===== src/rtl/nbody_readback.sv =====
`default_nettype none
// ============================================================================
// nbody_readback : drains N_BODIES and selected per-body fields from the
//                  nbody register file onto a valid/ready stream.  rev 1.0
// ============================================================================
module nbody_readback #(
  parameter int          BODY_ADDR_WIDTH = 9,
  parameter int          READ_LATENCY    = 1,
  parameter logic [15:0] NBODIES_ADDR    = 16'h0400
) (
  input  logic        clk,
  input  logic        rst,
  input  logic        start,
  input  logic [4:0]  field_mask,
  output logic        busy,
  output logic        done,
  output logic        m_chipselect,
  output logic        m_read,
  output logic        m_write,
  output logic [15:0] m_addr,
  output logic [63:0] m_writedata,
  input  logic [63:0] m_readdata,
  output logic        out_valid,
  input  logic        out_ready,
  output logic [63:0] out_data,
  output logic [8:0]  out_body,
  output logic [2:0]  out_field,
  output logic        out_last
);

  localparam int BW   = BODY_ADDR_WIDTH;
  localparam int CW   = BODY_ADDR_WIDTH + 1;
  localparam int LW   = $clog2(READ_LATENCY + 1);
  localparam int MAXN = 2 ** BODY_ADDR_WIDTH;

  localparam logic [2:0] S_IDLE   = 3'd0;
  localparam logic [2:0] S_RD_N   = 3'd1;
  localparam logic [2:0] S_WAIT_N = 3'd2;
  localparam logic [2:0] S_RD_F   = 3'd3;
  localparam logic [2:0] S_WAIT_F = 3'd4;
  localparam logic [2:0] S_OUT    = 3'd5;
  localparam logic [2:0] S_FIN    = 3'd6;

  logic [2:0]    state, state_nxt;
  logic [4:0]    mask;
  logic [CW-1:0] n;
  logic [BW-1:0] body;
  logic [2:0]    idx;
  logic [LW-1:0] lat;
  logic [63:0]   data_q;
  logic [8:0]    body_q;
  logic [2:0]    field_q;
  logic          last_q;

  logic          lat_done;
  logic [CW-1:0] n_cap;
  logic [4:0]    above;
  logic [2:0]    first_idx, last_idx, next_idx;
  logic [2:0]    sel;

  // Field index order is X, Y, VX, VY, M, which matches the mask bit order.
  function automatic logic [2:0] low_set(input logic [4:0] m);
    logic [2:0] r;
    r = 3'd0;
    for (int i = 4; i >= 0; i--) if (m[i]) r = 3'(i);
    return r;
  endfunction

  function automatic logic [2:0] high_set(input logic [4:0] m);
    logic [2:0] r;
    r = 3'd0;
    for (int i = 0; i < 5; i++) if (m[i]) r = 3'(i);
    return r;
  endfunction

  function automatic logic [2:0] sel_of(input logic [2:0] i);
    case (i)
      3'd0:    return 3'd3;
      3'd1:    return 3'd4;
      3'd2:    return 3'd6;
      3'd3:    return 3'd7;
      default: return 3'd5;
    endcase
  endfunction

  assign lat_done  = (lat == LW'(READ_LATENCY));
  assign n_cap     = (m_readdata > 64'(MAXN)) ? CW'(MAXN) : m_readdata[CW-1:0];
  assign above     = mask & (5'b11111 << (idx + 3'd1));
  assign first_idx = low_set(mask);
  assign last_idx  = high_set(mask);
  assign next_idx  = low_set(above);
  assign sel       = sel_of(idx);

  always_ff @(posedge clk) begin
    if (rst) state <= S_IDLE;
    else     state <= state_nxt;
  end

  always_comb begin
    state_nxt = state;
    case (state)
      S_IDLE:   if (start) state_nxt = S_RD_N;
      S_RD_N:   state_nxt = S_WAIT_N;
      S_WAIT_N: if (lat_done)
                  state_nxt = (n_cap == '0 || mask == 5'd0) ? S_FIN : S_RD_F;
      S_RD_F:   state_nxt = S_WAIT_F;
      S_WAIT_F: if (lat_done) state_nxt = S_OUT;
      S_OUT:    if (out_ready) state_nxt = last_q ? S_FIN : S_RD_F;
      S_FIN:    state_nxt = S_IDLE;
      default:  state_nxt = S_IDLE;
    endcase
  end

  always_comb begin
    busy         = (state != S_IDLE) && (state != S_FIN);
    done         = (state == S_FIN);
    m_read       = (state == S_RD_N) || (state == S_RD_F);
    m_chipselect = m_read;
    m_addr       = 16'h0000;
    if (state == S_RD_N) m_addr = NBODIES_ADDR;
    if (state == S_RD_F) m_addr = {4'b0000, sel, 9'(body)};
    out_valid    = (state == S_OUT);
    out_last     = out_valid & last_q;
  end

  always_ff @(posedge clk) begin
    if (rst) begin
      mask    <= 5'd0;
      n       <= '0;
      body    <= '0;
      idx     <= 3'd0;
      lat     <= '0;
      data_q  <= 64'd0;
      body_q  <= 9'd0;
      field_q <= 3'd0;
      last_q  <= 1'b0;
    end else begin
      case (state)
        S_IDLE: if (start) mask <= field_mask;
        S_RD_N, S_RD_F: lat <= LW'(1);
        S_WAIT_N: begin
          lat <= lat + LW'(1);
          if (lat_done) begin
            n    <= n_cap;
            body <= '0;
            idx  <= first_idx;
          end
        end
        S_WAIT_F: begin
          lat <= lat + LW'(1);
          if (lat_done) begin
            data_q  <= m_readdata;
            body_q  <= 9'(body);
            field_q <= sel;
            last_q  <= ({1'b0, body} == n - CW'(1)) && (idx == last_idx);
          end
        end
        S_OUT: begin
          // After the final word the iterator is left alone; FIN follows.
          if (out_ready && !last_q) begin
            if (above != 5'd0) begin
              idx <= next_idx;
            end else begin
              body <= body + BW'(1);
              idx  <= first_idx;
            end
          end
        end
        default: ;
      endcase
    end
  end

  assign m_write     = 1'b0;
  assign m_writedata = 64'd0;
  assign out_data    = data_q;
  assign out_body    = body_q;
  assign out_field   = field_q;

endmodule
`default_nettype wire


===== config.mk =====
export PLATFORM = sky130hd
export DESIGN_NAME = nbody_readback
export DESIGN_NICKNAME = d
export VERILOG_FILES = /design/src/rtl/nbody_readback.sv
export SDC_FILE = /design/constraint.sdc
export NUM_CORES = 1
export LEC_CHECK = 0
export CAP_MARGIN = 5
export CORE_MARGIN = 4
export CORE_UTILIZATION = 35
export CTS_BUF_LIST = sky130_fd_sc_hd__clkbuf_4
export DETAILED_ROUTE_END_ITERATION = 10
export PLACE_DENSITY = 0.65
export SLEW_MARGIN = 5
export SYNTH_ARGS = -nofsm -noshare
export SYNTH_HDL_FRONTEND = slang
export SYNTH_SLANG_ARGS = --single-unit

===== constraint.sdc =====
create_clock -name clk -period 2.9 [get_ports clk]
set_input_delay 0.58 -clock clk [delete_from_list [all_inputs] [get_ports clk]]
set_output_delay 0.58 -clock clk [all_outputs]
set_load 0.05 [all_outputs]

; ---- Word level (Yosys, flattened, before mapping)
; Index checks and enable logic that the tools add are counted.
[word_totals]
elab_cells = 92
out_inout_bits = 163
input_bits = 73
register_bits = 108
[classes]
add_sub_neg = 4
n_bitwise = 2
mux = 34
shift = 1
n_eq_ne = 18
reduce_logical = 22
magnitude_cmp = 1
[ops]
columns = cell, count
row1 = 3-bit two-way mux, 22
row2 = "64-bit by 10-bit > comparator with 1-bit output, second input constant", 1
row3 = 9-bit two-way mux, 3
row4 = 3-bit case mux with 6 select lines, 1
row5 = 9-bit case mux with 2 select lines, 1
row6 = 16-bit two-way mux, 1
row7 = "3-bit by 2-bit == test with 1-bit output, second input constant", 4
row8 = 3-bit case mux with 4 select lines, 1
row9 = 11-bit two-way mux, 1
row10 = 9-bit by 10-bit == test with 1-bit output, 1
row11 = 10-bit zero test, 1
row12 = 10-bit two-way mux, 1
row13 = "10-bit by 1-bit subtractor with 10-bit output, second input constant", 1
row14 = "9-bit by 1-bit adder with 9-bit output, second input constant", 1
row15 = "3-bit == test, second input constant", 3
row16 = "2-bit inequality test, second input constant", 4
row17 = 4-bit AND reduction, 2
row18 = "3-bit by 1-bit == test with 1-bit output, second input constant", 2
row19 = 3-bit zero test, 2
row20 = 3-bit case mux with 2 select lines, 1
row21 = 2-bit AND reduction, 3
row22 = 5-bit bitwise AND, 1
row23 = 5-bit zero test, 1
row24 = 5-bit nonzero test, 1
row25 = other kinds (16), 22

; ---- Depth between registers and ports, before layout
; Gate-level depths: netlist (run 1).
[depth]
depth_word = 11
ltp_mapped = 10
mapped_depth_nobuf = 8

; ---- Worst setup path after synthesis (run 1)
; OpenSTA, ideal clock, no wires.
[synth_timing]
kind = flip-flop to output port
startpoint = register state[2]
endpoint = output port m_addr[10]
stages_incl_launch_ff = 5
arrival_time_ps = 2476
n_path_buf = 2
setup_slack_ps = -156
cell_sequence = dfxtp_1 -> clkbuf_1 -> nor2_1 -> clkbuf_1 -> a21boi_0
[synth_via]
elab_chain_len = 3
elab_cells_between_ends = 4
classes_between = eq/ne (2) / mux (2)
[synth_rtl]
columns = item, line_no
row1 = "start, declared", 44  ; logic [2:0] state, state_nxt;
row2 = "start signal, assigned", 96  ; else state <= state_nxt;
row3 = 3-bit by 1-bit == test with 1-bit output, 120  ; if (state == S_RD_N) m_addr = NBODIES_ADDR;
row4 = 11-bit two-way mux, 120
row5 = 16-bit two-way mux *, 121  ; if (state == S_RD_F) m_addr = {4'b0000, sel, 9'(body)};
row6 = "end, declared", 20  ; output logic [15:0] m_addr,
; Every way passes the cells marked *; elsewhere a longest branch is shown, timed or not.

; ---- Worst setup path in the final report (run 1)
[layout_timing]
startpoint = register idx[0]
endpoint = output port m_addr[9]
[layout_via]
elab_chain_len = 3
elab_cells_between_ends = 6
classes_between = eq/ne (3) / mux (2) / reduce/logical (1)
[layout_rtl]
columns = item, line_no
row1 = "start, declared", 48  ; logic [2:0] idx;
row2 = "start signal, assigned", 146  ; idx <= first_idx;
row3 = "start signal, assigned", 162  ; idx <= next_idx;
row4 = "start signal, assigned", 165  ; idx <= first_idx;
row5 = 3-bit by 2-bit == test with 1-bit output (tied with other cells), 77  ; case (i)
row6 = 3-bit case mux with 4 select lines *, 77
row7 = 16-bit two-way mux *, 121
; Marks and branches as above.

==> results of run 1 <==
-- logic make-up (layout without fill, tap and decap cells) --
kind of cell | Yosys count | count (layout) | share of synthesized area (%)
AOI/OAI and AO/OA | 153 | 153 | 17.0
buffers and inverters | 133 | 219 | 13.9
other | 1 | 70 | 0.0679
and+or+nand+nor | 287 | 287 | 24.3
adders and majority gates | 10 | 10 | 2.27
muxes | 6 | 6 | 1.09
DFF | 108 | 108 | 39.1
xor gates and xnor gates | 14 | 14 | 2.22
-- final cells by class --
class	instances	area, sq um	area share (%)
multi-input combinational	539	2870	38.3
tap	211	264	3.53
clock buffer	9	67.6	0.903
antenna	1	2.50	0.0335
clock inverter	7	51.3	0.686
sequential	108	2160	28.9
inverter	14	52.6	0.702
timing repair buffer	189	2010	26.9
-- placed cells by master (no fill, tap or decap), types with 9 or more instances in the layout --
master / synthesis / layout
buf_12: 0 / 18
ha_1: 10 / 10
inv_1: 12 / 12
nand2_1: 163 / 163
nor4_1: 16 / 16
or4_1: 9 / 9
o21ai_0: 12 / 12
a21oi_1: 91 / 91
nor3_1: 11 / 11
clkdlybuf4s50_1: 0 / 148
conb_1: 1 / 69
and3_1: 11 / 11
clkbuf_4: 0 / 9
dfxtp_1: 108 / 107
buf_4: 70 / 23
nor2_1: 33 / 33
-- critical path: cells and delay by family (launching register included) --
| family | cells | cell delay [ns] |
|---|---|---|
| and+or+nand+nor | 2 | 0.59 |
| adders and majority gates | 2 | 0.49 |
| DFF | 1 | 0.41 |
| buffers and inverters | 1 | 0.18 |
-- through the flow --
step	setup slack, ns	hold WS [ns]	util [%]	std cells	instance area, sq um
final	0.165	0.463	48.8	1078	7480
after global routing	0.0175	0.463	48.8	1077	7480
after CTS	0.0810	0.437	48.8	1077	7480
after detailed placement	-0.0891	0.446	48.0	1061	7360
after global placement	-0.0810	0.440	48.0	1061	7360
after floorplan	0.195	0.483	-	780	5780
-- report_power, final --
group          internal [W]  switching, W  leakage [nW]
clock network      0.000182      0.000520        0.0660
logic              0.000507      0.000887          1.77
registers           0.00155     0.0000935         0.872
-- registers in the layout, summed over array words and instances, names as in the netlist --
signal and cells:
body 9, mask 5, idx 3, lat 1, out_field 3, last_q 1
n 10, out_body 9, out_data 64, state 3
-- path summary, 6_finish.rpt --
path                                                from                  endpoint  slack [ns]  cells after the start
worst min register to register  out_body[3]$_SDFFE_PP0P_  out_body[3]$_SDFFE_PP0P_        0.46                      2
worst max register to register       idx[0]$_SDFFE_PP0P_      body[5]$_SDFFE_PP0P_        0.46                      7
worst min-delay path            out_body[3]$_SDFFE_PP0P_  out_body[3]$_SDFFE_PP0P_        0.46                      2
worst max-delay path                 idx[0]$_SDFFE_PP0P_                 m_addr[9]        0.17                      5
-- metal layers --
metal	GRT usage (%)	vias to the layer above	wire [um]
li1	-	2588	-
met1	19.9	2377	6420
met2	28.7	157	7870
met3	5.89	23	1200
met4	5.26	0	351
met5	0	-	0
==> flow_metrics.tcl, run 1 <==
set metrics [dict create \
    outcome "finished, final reports clean" \
    async_reset_ff_share_pct 0 \
    synth_area_per_cell_sq_um 7.76 \
    hold_path.class "reg -> reg" \
    wire_per_inst_um 14.7 \
    cts_hold_buf 0 \
    cts_tree "done" \
    path_common_cell "ha_1" \
    relSlewSlack_pct 47.4 \
    totalPowerFinal_w 0.00374 \
    cellPowerDensity_nw_per_um2 500 \
    fin_crit_sh_pct 94.3 \
    io_buffers 166 \
    nFillCells 1517 \
    final_hold_viol_count 0 \
    post_cts_resized 0 \
    synth_flop_cell "dfxtp_1" \
    route.vias.total 5145 \
    cts_setup_buffers 0 \
    via_per_inst 4.77 \
    syn2layout_area_growth_pct 35.4 \
    grt_max_degree 75 \
    fin_tns_setup_ns 0 \
    finalSetupViolations 0 \
    finalMaxSlewViolations 0 \
    synth_edf_count 0 \
    leakage_nw 2.70 \
    endpoint_kind "output port" \
    synthDistinctLibCells 61 \
    core_area_sq_um 15300 \
    cts.sinks 108 \
    place.gp.congestion 0.874 \
    insertion_delay_ns 0.49 \
    synth_warnings 0 \
    ys_seq_elements 108 \
    synth_top_area_share_pct 39.1 \
    synthTopCellsByArea "dfxtp_1, nand2_1, buf_4" \
    startpoint_type "flop" \
    die_y_um 134 \
    grt_pass1_vias 4621 \
    min_period_ns 2.73 \
    antenna_found_initial 0 \
    vdd.ir_drop.worst_v 0.000274 \
    maxCapViolCount 0 \
    post-route-drc-count 0 \
    path_clk_slew_ns 0.16 \
    cts_made_buffers 9 \
    fmaxAchievable_mhz 366 \
    yosys.area.top_type "dfxtp_1" \
    criticalPathCategory "reg -> out" \
    htreeDepth 3 \
    tightest_slew_ns 0.789 \
    grt_pass1_wl_um 24300 \
    worst_ep_required_time_ns 2.32 \
    die_width_um 134 \
    seq_area_frac_synth_pct 39.1 \
    cp_slowest_cell "nor4_1" \
    drtIter0Drc 283 \
    dieArea_sq_um 17900 \
    final_nets 944 \
    track_usage_pct 16.8 \
    ios 236 \
    synthCells 712 \
    grt.overflow.total 0 \
    max_stage_delay_ns 0.45 \
    hpwl_um 12000 \
    drtAntennaViolNets 0 \
    wl_um 15800 \
    cts_buffer_depth 2 \
    post-synth-top-count-cell "nand2_1" \
    arrival_ns 2.15 \
    grt_setup_unrepaired "no" \
    path_cells "ha_1 > ha_1 > nor4_1 > nor2_1 > buf_12" \
    drive_above_1_share_pct 7.85 \
    cts_root_buffer "clkbuf_4" \
    floorplan.initialDensity_pct 36.1 \
    synth.top_cells.by_count "nand2_1, dfxtp_1, a21oi_1" \
    syn-cell-area_sq_um 5520 \
    dr.pass1.iters 4 \
    finalClockSkew_ns 0.0158 \
    worst-path-max-fanout 6 \
    std_cell_rows 45 \
]
No activity file was read; power rests on OpenSTA's default activity.
==> inputs of run 2 (changes only) <==
--- a/config.mk
+++ b/config.mk
@@ -10,7 +10,8 @@
 export CORE_UTILIZATION = 35
 export CTS_BUF_LIST = sky130_fd_sc_hd__clkbuf_4
 export DETAILED_ROUTE_END_ITERATION = 10
-export PLACE_DENSITY = 0.65
+export DONT_BUFFER_PORTS = 1
+export PLACE_DENSITY_LB_ADDON = 0.1
 export SLEW_MARGIN = 5
 export SYNTH_ARGS = -nofsm -noshare
 export SYNTH_HDL_FRONTEND = slang
==> flow_metrics.tcl, run 2 (synthesis gave the netlist of run 1 again) <==
set metrics [dict create \
    regArea_sq_um 2160 \
    drtAntennaViolNets 0 \
    final_cell_mix "nand2_1, dfxtp_1, a21oi_1" \
    cp_slowest_cell "dfxtp_1" \
    cts_tree "done" \
    cts_buffer_depth 2 \
    antenna_found_initial 0 \
    fmaxAchievable_mhz 375 \
    core_area_sq_um 15300 \
    criticalPathCategory "reg -> out" \
    fin_crit_sh_pct 91.9 \
    startpoint_type "flop" \
    arrival_ns 2.08 \
    syn2layout_area_growth_pct 1.52 \
    leakage_nw 1.99 \
    path_clk_slew_ns 0.19 \
    path_delay_family "adder cells" \
    antenna_cells 0 \
    grt_max_degree 100 \
    multiInputGateArea_sq_um 2870 \
    cts_made_buffers 9 \
    ios 236 \
    path_cells "ha_1 > ha_1 > nor4_1 > nor2_1 > buf_4" \
    maxCapViolCount 0 \
    route.vias.total 4534 \
    min_period_ns 2.66 \
    final_nets 772 \
    floorplan.initialDensity_pct 36.1 \
    htreeDepth 3 \
    fin_tns_setup_ns 0 \
    worst_ep_required_time_ns 2.32 \
    outcome "finished, final reports clean" \
    vdd.ir_drop.worst_v 0.000229 \
    hold_path.class "in -> reg" \
    max_stage_delay_ns 0.42 \
    die_y_um 134 \
    cellPowerDensity_nw_per_um2 618 \
    grt_pass1_vias 4204 \
    dr.pass1.iters 5 \
    std_cell_rows 45 \
    largest_reg_flops 64 \
    grt_setup_unrepaired "no" \
    final_hold_viol_count 0 \
    cts_setup_buffers 0 \
    drive_above_1_share_pct 6.77 \
    finalMaxSlewViolations 0 \
    io_buffers 0 \
    die_width_um 134 \
    path_buf_inv 1 \
    dieArea_sq_um 17900 \
    endpoint_kind "output port" \
    cts.sinks 108 \
    finalSetupViolations 0 \
    tightest_slew_ns 0.789 \
    post-route-drc-count 0 \
    wire_per_inst_um 17.0 \
    hpwl_um 11300 \
    grt.overflow.total 0 \
    drtIter0Drc 230 \
    worst-path-max-fanout 6 \
    path_common_cell "ha_1" \
    via_per_inst 5.01 \
    track_usage_pct 16.4 \
    totalPowerFinal_w 0.00347 \
    insertion_delay_ns 0.49 \
    grt_pass1_wl_um 23400 \
    finalClockSkew_ns 0.0191 \
    wl_um 15400 \
    nFillCells 1655 \
    cts_root_buffer "clkbuf_4" \
    relSlewSlack_pct 47.4 \
    place.gp.congestion 0.840 \
    layout_commonest_cell "nand2_1" \
]
## run 2: cell types whose count changed in the layout (fill, tap and decap cells not counted), sizes merged
cell / delta
clkdlybuf4s50: -148
clkinvlp: +1
diode: -1
buf: -24
clkinv: -4
inv: +3
## run 2: per-layer routing
| layer | track usage, % | wire, um |
|---|---|---|
| met1 | 19.4 | 6160 |
| met2 | 28.0 | 7670 |
| met3 | 6.68 | 1410 |
| met4 | 3.31 | 131 |
| met5 | 0 | 0 |
## run 2: area by class of cell
cell class	instances	area share [%]
clock inverters	7	1.16
multi-input cells	539	51.1
repair buffers	17	2.28
clock buffers	9	1.20
inverters	14	0.937
flip-flops and latches	108	38.6
well taps	211	4.71
## run 2: power by group
| part | switching (W) | total, W | internal, W |
|---|---|---|---|
| combinational | 0.000719 | 0.000981 | 0.000262 |
| sequential | 0.000178 | 0.00173 | 0.00155 |
| clock | 0.000555 | 0.000754 | 0.000199 |
| total | 0.00145 | 0.00347 | 0.00201 |
## run 2: timing repair
item	in CTS	in global routing
endpoints found under the setup margin	0	1
hold buffers	0	0
gates resized for setup	0	1
hold endpoints to repair	0	0
## run 2: per-stage QoR
stage | utilization [%] | hold WS, ns | cell area [sq um] | setup WS [ns] | instances
after CTS | 36.6 | 0.0690 | 5610 | 0.0477 | 905
after floorplan | - | 0.483 | 5780 | 0.195 | 780
after detailed placement | 35.7 | 0.530 | 5470 | 0.199 | 889
final | 36.6 | 0.125 | 5610 | 0.236 | 905
after global placement | 35.7 | 0.528 | 5470 | 0.151 | 889
after global routing | 36.6 | 0.0380 | 5610 | 0.101 | 905
## run 2: path summary, 6_finish.rpt
check             slack [ns]                        end           startpoint  cells after the start
hold reg to reg         0.56        last_q$_SDFFE_PP0P_  last_q$_SDFFE_PP0P_                      2
setup reg to reg        0.54       body[7]$_SDFFE_PP0P_  idx[0]$_SDFFE_PP0P_                      8
setup / recovery        0.24                  m_addr[9]  idx[0]$_SDFFE_PP0P_                      5
hold / removal          0.13  out_data[44]$_SDFFE_PP0P_                  rst                      1
